File: src/rtl/if_id_fetch_stage_pkg.sv
// Shared pipeline constants: reset PC, PC step, NOP encoding, fetch alignment mask.
package if_id_fetch_stage_pkg;

    localparam int unsigned XLEN           = 32;
    localparam logic [XLEN-1:0] DEF_RESET_PC  = 32'h0000_0000;
    localparam int unsigned DEF_PC_STEP    = 4;
    localparam logic [XLEN-1:0] DEF_NOP_INSTR = 32'h0000_0000;
    // Clears the byte-offset bits below one PC step.
    localparam logic [XLEN-1:0] DEF_ALIGN_MASK = ~XLEN'(DEF_PC_STEP - 1);

endpackage

File: src/rtl/if_id_fetch_stage_if.sv
// Fetch-stage bus: hazard/redirect controls in, imem port, IF/ID register and statistics out.
interface if_id_fetch_stage_if #(
    parameter int unsigned PC_WIDTH    = 32,
    parameter int unsigned INSTR_WIDTH = 32,
    parameter int unsigned CNT_WIDTH   = 16
);
    logic                   pc_load;
    logic                   IF_ID_load;
    logic                   redirect;
    logic [PC_WIDTH-1:0]    redirect_pc;
    logic [PC_WIDTH-1:0]    imem_addr;
    logic [INSTR_WIDTH-1:0] imem_data;
    logic [INSTR_WIDTH-1:0] IF_ID_instr;
    logic [PC_WIDTH-1:0]    IF_ID_pc_next;
    logic                   IF_ID_valid;
    logic [CNT_WIDTH-1:0]   stall_cycles;
    logic [CNT_WIDTH-1:0]   flush_count;
    logic                   ld_mismatch;

    // Fetch stage side.
    modport master (
        input  pc_load, IF_ID_load, redirect, redirect_pc, imem_data,
        output imem_addr, IF_ID_instr, IF_ID_pc_next, IF_ID_valid,
               stall_cycles, flush_count, ld_mismatch
    );

    // Hazard unit / EX / instruction memory side.
    modport slave (
        output pc_load, IF_ID_load, redirect, redirect_pc, imem_data,
        input  imem_addr, IF_ID_instr, IF_ID_pc_next, IF_ID_valid,
               stall_cycles, flush_count, ld_mismatch
    );
endinterface

File: src/rtl/if_id_fetch_stage_sat_counter.sv
// Saturating up-counter with synchronous clear.
module if_id_fetch_stage_sat_counter #(
    parameter int unsigned WIDTH = 16
) (
    input  logic             clk,
    input  logic             rst,
    input  logic             i_en,
    output logic [WIDTH-1:0] o_count
);
    logic [WIDTH-1:0] r_count;

    // Count enabled cycles, sticking at all-ones.
    always_ff @(posedge clk) begin
        if (rst) begin
            r_count <= '0;
        end else if (i_en && (r_count != '1)) begin
            r_count <= r_count + WIDTH'(1);
        end
    end

    assign o_count = r_count;
endmodule

File: src/rtl/if_id_fetch_stage.sv
// Fetch stage: PC register, imem addressing, IF/ID capture with flush bubbles, stall/flush stats.
module if_id_fetch_stage
    import if_id_fetch_stage_pkg::*;
#(
    parameter int unsigned            PC_WIDTH    = 32,
    parameter int unsigned            INSTR_WIDTH = 32,
    parameter logic [PC_WIDTH-1:0]    RESET_PC    = PC_WIDTH'(DEF_RESET_PC),
    parameter int unsigned            PC_STEP     = DEF_PC_STEP,
    parameter logic [INSTR_WIDTH-1:0] NOP_INSTR   = INSTR_WIDTH'(DEF_NOP_INSTR),
    parameter int unsigned            CNT_WIDTH   = 16
) (
    input  logic                clk,
    input  logic                rst,
    if_id_fetch_stage_if.master bus
);
    localparam logic [PC_WIDTH-1:0] ALIGN_MASK = ~PC_WIDTH'(PC_STEP - 1);

    logic [PC_WIDTH-1:0]    r_pc;
    logic [INSTR_WIDTH-1:0] r_instr;
    logic [PC_WIDTH-1:0]    r_pc_next;
    logic                   r_valid;
    logic                   r_mismatch;

    logic [PC_WIDTH-1:0]    w_pc_inc;
    logic                   w_stall_en;
    logic                   w_flush_en;

    assign w_pc_inc   = r_pc + PC_WIDTH'(PC_STEP);
    // A stall coinciding with a redirect is on the wrong path and is not counted.
    assign w_stall_en = !bus.redirect && !bus.IF_ID_load;
    assign w_flush_en = bus.redirect;

    // PC and IF/ID update: redirect flushes, otherwise each load is honoured independently.
    always_ff @(posedge clk) begin
        if (rst) begin
            r_pc       <= RESET_PC;
            r_instr    <= NOP_INSTR;
            r_pc_next  <= '0;
            r_valid    <= 1'b0;
            r_mismatch <= 1'b0;
        end else if (bus.redirect) begin
            r_pc    <= bus.redirect_pc & ALIGN_MASK;
            r_instr <= NOP_INSTR;
            r_valid <= 1'b0;
        end else begin
            if (bus.pc_load) begin
                r_pc <= w_pc_inc;
            end
            if (bus.IF_ID_load) begin
                r_instr   <= bus.imem_data;
                r_pc_next <= w_pc_inc;
                r_valid   <= 1'b1;
            end
            if (bus.pc_load != bus.IF_ID_load) begin
                r_mismatch <= 1'b1;
            end
        end
    end

    if_id_fetch_stage_sat_counter #(.WIDTH(CNT_WIDTH)) u_stall_cnt (
        .clk     (clk),
        .rst     (rst),
        .i_en    (w_stall_en),
        .o_count (bus.stall_cycles)
    );

    if_id_fetch_stage_sat_counter #(.WIDTH(CNT_WIDTH)) u_flush_cnt (
        .clk     (clk),
        .rst     (rst),
        .i_en    (w_flush_en),
        .o_count (bus.flush_count)
    );

    assign bus.imem_addr     = r_pc;
    assign bus.IF_ID_instr   = r_instr;
    assign bus.IF_ID_pc_next = r_pc_next;
    assign bus.IF_ID_valid   = r_valid;
    assign bus.ld_mismatch   = r_mismatch;
endmodule
File: src/flat_wrapper.sv
// flat-port wrapper written by rule: the top's interface ports become plain ports
module if_id_fetch_stage_flat import if_id_fetch_stage_pkg::*;
#(
    parameter int unsigned            PC_WIDTH    = 32,
    parameter int unsigned            INSTR_WIDTH = 32,
    parameter logic [PC_WIDTH-1:0]    RESET_PC    = PC_WIDTH'(DEF_RESET_PC),
    parameter int unsigned            PC_STEP     = DEF_PC_STEP,
    parameter logic [INSTR_WIDTH-1:0] NOP_INSTR   = INSTR_WIDTH'(DEF_NOP_INSTR),
    parameter int unsigned            CNT_WIDTH   = 16
)
  (clk, rst, bus_pc_load, bus_IF_ID_load, bus_redirect, bus_redirect_pc, bus_imem_data, bus_imem_addr, bus_IF_ID_instr, bus_IF_ID_pc_next, bus_IF_ID_valid, bus_stall_cycles, bus_flush_count, bus_ld_mismatch);
  if_id_fetch_stage_if #(.PC_WIDTH(PC_WIDTH), .INSTR_WIDTH(INSTR_WIDTH), .CNT_WIDTH(CNT_WIDTH)) bus_i ();
  input  logic clk;
  input  logic rst;
  input wire logic [$bits(bus_i.pc_load)-1:0] bus_pc_load;
  input wire logic [$bits(bus_i.IF_ID_load)-1:0] bus_IF_ID_load;
  input wire logic [$bits(bus_i.redirect)-1:0] bus_redirect;
  input wire logic [$bits(bus_i.redirect_pc)-1:0] bus_redirect_pc;
  input wire logic [$bits(bus_i.imem_data)-1:0] bus_imem_data;
  output wire logic [$bits(bus_i.imem_addr)-1:0] bus_imem_addr;
  output wire logic [$bits(bus_i.IF_ID_instr)-1:0] bus_IF_ID_instr;
  output wire logic [$bits(bus_i.IF_ID_pc_next)-1:0] bus_IF_ID_pc_next;
  output wire logic [$bits(bus_i.IF_ID_valid)-1:0] bus_IF_ID_valid;
  output wire logic [$bits(bus_i.stall_cycles)-1:0] bus_stall_cycles;
  output wire logic [$bits(bus_i.flush_count)-1:0] bus_flush_count;
  output wire logic [$bits(bus_i.ld_mismatch)-1:0] bus_ld_mismatch;
  assign bus_i.pc_load = bus_pc_load;
  assign bus_i.IF_ID_load = bus_IF_ID_load;
  assign bus_i.redirect = bus_redirect;
  assign bus_i.redirect_pc = bus_redirect_pc;
  assign bus_i.imem_data = bus_imem_data;
  assign bus_imem_addr = bus_i.imem_addr;
  assign bus_IF_ID_instr = bus_i.IF_ID_instr;
  assign bus_IF_ID_pc_next = bus_i.IF_ID_pc_next;
  assign bus_IF_ID_valid = bus_i.IF_ID_valid;
  assign bus_stall_cycles = bus_i.stall_cycles;
  assign bus_flush_count = bus_i.flush_count;
  assign bus_ld_mismatch = bus_i.ld_mismatch;
  if_id_fetch_stage #(.PC_WIDTH(PC_WIDTH), .INSTR_WIDTH(INSTR_WIDTH), .RESET_PC(RESET_PC), .PC_STEP(PC_STEP), .NOP_INSTR(NOP_INSTR), .CNT_WIDTH(CNT_WIDTH)) u_core (.clk(clk), .rst(rst), .bus(bus_i));
endmodule
File: config.mk
export PLATFORM = sky130hd
export DESIGN_NAME = if_id_fetch_stage_flat
export DESIGN_NICKNAME = d
export VERILOG_FILES = /design/src/rtl/if_id_fetch_stage_pkg.sv /design/src/rtl/if_id_fetch_stage_if.sv /design/src/rtl/if_id_fetch_stage_sat_counter.sv /design/src/rtl/if_id_fetch_stage.sv /design/src/flat_wrapper.sv
export SDC_FILE = /design/constraint.sdc
export NUM_CORES = 1
export LEC_CHECK = 0
export ABC_AREA = 1
export CORE_ASPECT_RATIO = 0.9
export CORE_MARGIN = 2
export CORE_UTILIZATION = 64
export DETAILED_ROUTE_END_ITERATION = 6
export DONT_BUFFER_PORTS = 1
export GPL_ROUTABILITY_DRIVEN = 0
export PLACE_DENSITY = 0.8
export SLEW_MARGIN = 20
export SYNTH_ARGS = -nofsm -noshare
export SYNTH_HDL_FRONTEND = slang
export SYNTH_HIERARCHICAL = 1
export SYNTH_SLANG_ARGS = --single-unit
File: constraint.sdc
create_clock -name clk -period 2.05 [get_ports clk]
set_input_delay 0.205 -clock clk [delete_from_list [all_inputs] [get_ports clk]]
set_output_delay 0.205 -clock clk [all_outputs]
set_load 0.005 [all_outputs]
==> results_dict.tcl <==
set metrics [dict create \
    outcome "finished clean" \
    synth_cell_types 33 \
    ir_drop_v 0.0008292 \
    ant_nets 0 \
    viasPerCell 5.811 \
    clock_skew_ps 8.470 \
    fin_crit_sh_pct 96.05 \
    synthCells 928 \
    yosysMostFrequentCell "nand2_1" \
    first_pass_iters 7 \
    die-area_um2 10600 \
    relSlewSlack_pct 60.87 \
    grt_overflow 0 \
    cts_sinks 126 \
    cts_setup_buffers 0 \
    avgSynthCellArea_um2 6.749 \
    die-width_um 108.3 \
    antennaDiodeCount 0 \
    die_y_um 97.85 \
    fin_crit_ps 1969 \
    final_util_pct 80.48 \
    clock_latency_ps 520 \
    path_class "flop to flop" \
    fin_tns_setup_ps 0 \
    cp.required_ps 2500 \
    ys_warn_count 6 \
    cp_cell_sequence "ha_2 > nand3_2 > nor2_2 > xor2_1 > nand2_1 > a31oi_1 > dlygate4sd3_1" \
    grt_pass1_vias 6222 \
    cpPeakStageDelay_ps 560 \
    cts-htree-levels 4 \
    max_freq_ghz 0.5078 \
    row_count 34 \
    portBuffers 0 \
    synth_top_cells_by_count "283 x nand2_1, 157 x nor2_1, 126 x dfxtp_1, 70 x a21oi_1, 69 x inv_1" \
    crit_arrival_ps 2420 \
    r2r_slack_ps 80 \
    slowest_stage "dlygate4sd3_1" \
    grt_first_pass_wirelength_um 30120 \
    synth_top_cell_by_area "dfxtp_1" \
    maxCapViolations 0 \
    nNetsFinal 1065 \
    clkTransAtPathRegs_ps 60 \
    hold_viol_final 0 \
    cp_max_fo 6 \
    coreArea_um2 9614 \
    io_pins 199 \
    power_density_nw_per_um2 823.8 \
    dp_hpwl_um 11240 \
    numCtsBuffers 17 \
    drive_above_1_share_pct 10.44 \
    synthesis.area_um2 6264 \
    power.leakage_nw 3.245 \
    start_util_pct 65.15 \
    drc 0 \
    synth_area_leaders "dfxtp_1 40%, nand2_1 17%, nor2_1 9.4%" \
    dr_total_vias 6578 \
    slew_viol_final 0 \
    crit_path_start_kind "flop" \
    cp_num_buf_inv 1 \
    antenna_found_initial 0 \
    grt_util_all_layers_pct 35.94 \
    synth_edf_count 0 \
    drt_wl_total_um 19160 \
    ys_ff_latch 126 \
    rsz0062_at_grt "false" \
    seq_area_frac_synth_pct 40.27 \
    drt-initial-drc-count 955 \
    clockBufferDepth 2 \
    crit_family "buffers and inverters" \
    areaGrowthSynthToFinish_pct 23.53 \
    setup_viol 0 \
    hold_class "input port to flop" \
    synth_ff_type "dfxtp_1" \
    grt_max_degree 54 \
    post_drt_wl_per_cell_um 16.92 \
    cts_tree "done" \
    yosysTopAreaCellShare_pct 40.27 \
    cp-end-kind "flop" \
    cts-root-buf "clkbuf_8" \
    worstMarginPinSlew_ps 586.9 \
    synthArstFlopShare_pct 0 \
]
[logic make-up (layout without fill, tap and decap cells)]
group / count (synthesis) / count (layout) / synth area share, %
adder cells (fa/ha/maj): 3 / 3 / 0.5993
flip-flops: 126 / 126 / 40.27
other: 1 / 4 / 0.05987
XOR/XNOR: 15 / 15 / 2.577
AO/OA/AOI/OAI: 131 / 131 / 11.59
buffers and inverters: 109 / 184 / 7.131
AND/OR/NAND/NOR: 543 / 543 / 37.77
[final cells by class]
class / count / area [um^2]
Clock buffer: 18 / 427.9
Clock inverter: 14 / 191.4
Fill cell: 618 / 1877
Inverter: 70 / 262.8
Multi-Input combinational cell: 696 / 3321
Sequential cell: 126 / 2531
Tap cell: 126 / 157.7
Timing Repair Buffer: 82 / 845.8
[worst reg2reg max path: stages (launching register included)]
cell and delay, ps:
dfxtp_2 390, ha_2 240, nand3_2 140, nor2_2 140, xor2_1 220, nand2_1 80
a31oi_1 140, dlygate4sd3_1 560
[final timing paths]
kind         depth (start not counted)                               startpoint                                     endpoint
max reg2reg                          7     u_core/bus.imem_addr[2]$_SDFFE_PP0P_         u_core/bus.imem_addr[8]$_SDFFE_PP0P_
min                                  5                             bus_redirect  u_core/u_flush_cnt/o_count[11]$_SDFFE_PP0P_
max                                  7     u_core/bus.imem_addr[2]$_SDFFE_PP0P_         u_core/bus.imem_addr[8]$_SDFFE_PP0P_
min reg2reg                          2  u_core/bus.IF_ID_instr[14]$_SDFFE_PP0P_      u_core/bus.IF_ID_instr[14]$_SDFFE_PP0P_
[cell usage in the layout (no fill, tap or decap), types with 5 or more instances in the layout]
master	netlist	layout
nand2_1	283	283
nor2_1	157	154
dfxtp_1	126	119
dlygate4sd3_1	0	73
a21oi_1	70	70
inv_1	69	69
nand3_1	40	39
o21ai_0	25	25
nor2_2	21	24
a22oi_1	21	21
clkbuf_16	0	16
nor2_4	13	13
nand2_2	7	7
xor2_1	7	7
a31oi_1	7	7
dfxtp_2	0	7
nand4_1	6	6
nand3b_1	5	5
o21ai_1	5	5
[repair_timing]
item / 4_1_cts / 5_1_grt
resized for setup: 0 / 10
hold buffers: 76 / 0
setup endpoints to repair: 0 / 4
endpoints found under the hold margin: 97 / 0
[power breakdown]
part	switching, W	leakage, nW	internal [W]
clock network	0.00116	0.293	0.00201
registers	0.000133	1.03	0.00255
logic	0.000289	1.92	0.000237
total	0.00158	3.24	0.00480
[sequential cells by signal, indices dropped and copies added (netlist names)]
signal,count
u_core/bus.IF_ID_pc_next,30
u_core/bus.IF_ID_valid,1
u_core/bus.ld_mismatch,1
u_core/bus.IF_ID_instr,32
u_core/bus.imem_addr,30
u_core/u_flush_cnt/o_count,16
u_core/u_stall_cnt/o_count,16
[metal layers]
metal	global-route usage, %	share of wire, %	wire length [um]	up-vias
met4	17.85	4.0	768	0
met5	0	0	0	-
met2	59.94	49	9349	448
li1	-	-	-	3056
met3	11.95	11	2113	84
met1	41.06	36	6926	2990
[per-stage QoR]
stage	total power, W	std cells	hold slack [ps]	cell area [um^2]	setup slack, ps
3_3_place_gp	0.003051	1024	288.0	6324	365.7
6_report	0.006374	1132	34.82	7737	80.89
3_5_place_dp	0.003070	1024	291.8	6324	313.7
2_1_floorplan	0.003006	931	353.1	6275	545.4
4_1_cts	0.006357	1132	3.791	7724	51.13
5_1_grt	0.006587	1132	53.83	7737	15.14
No activity file was read; power rests on OpenSTA's default activity.
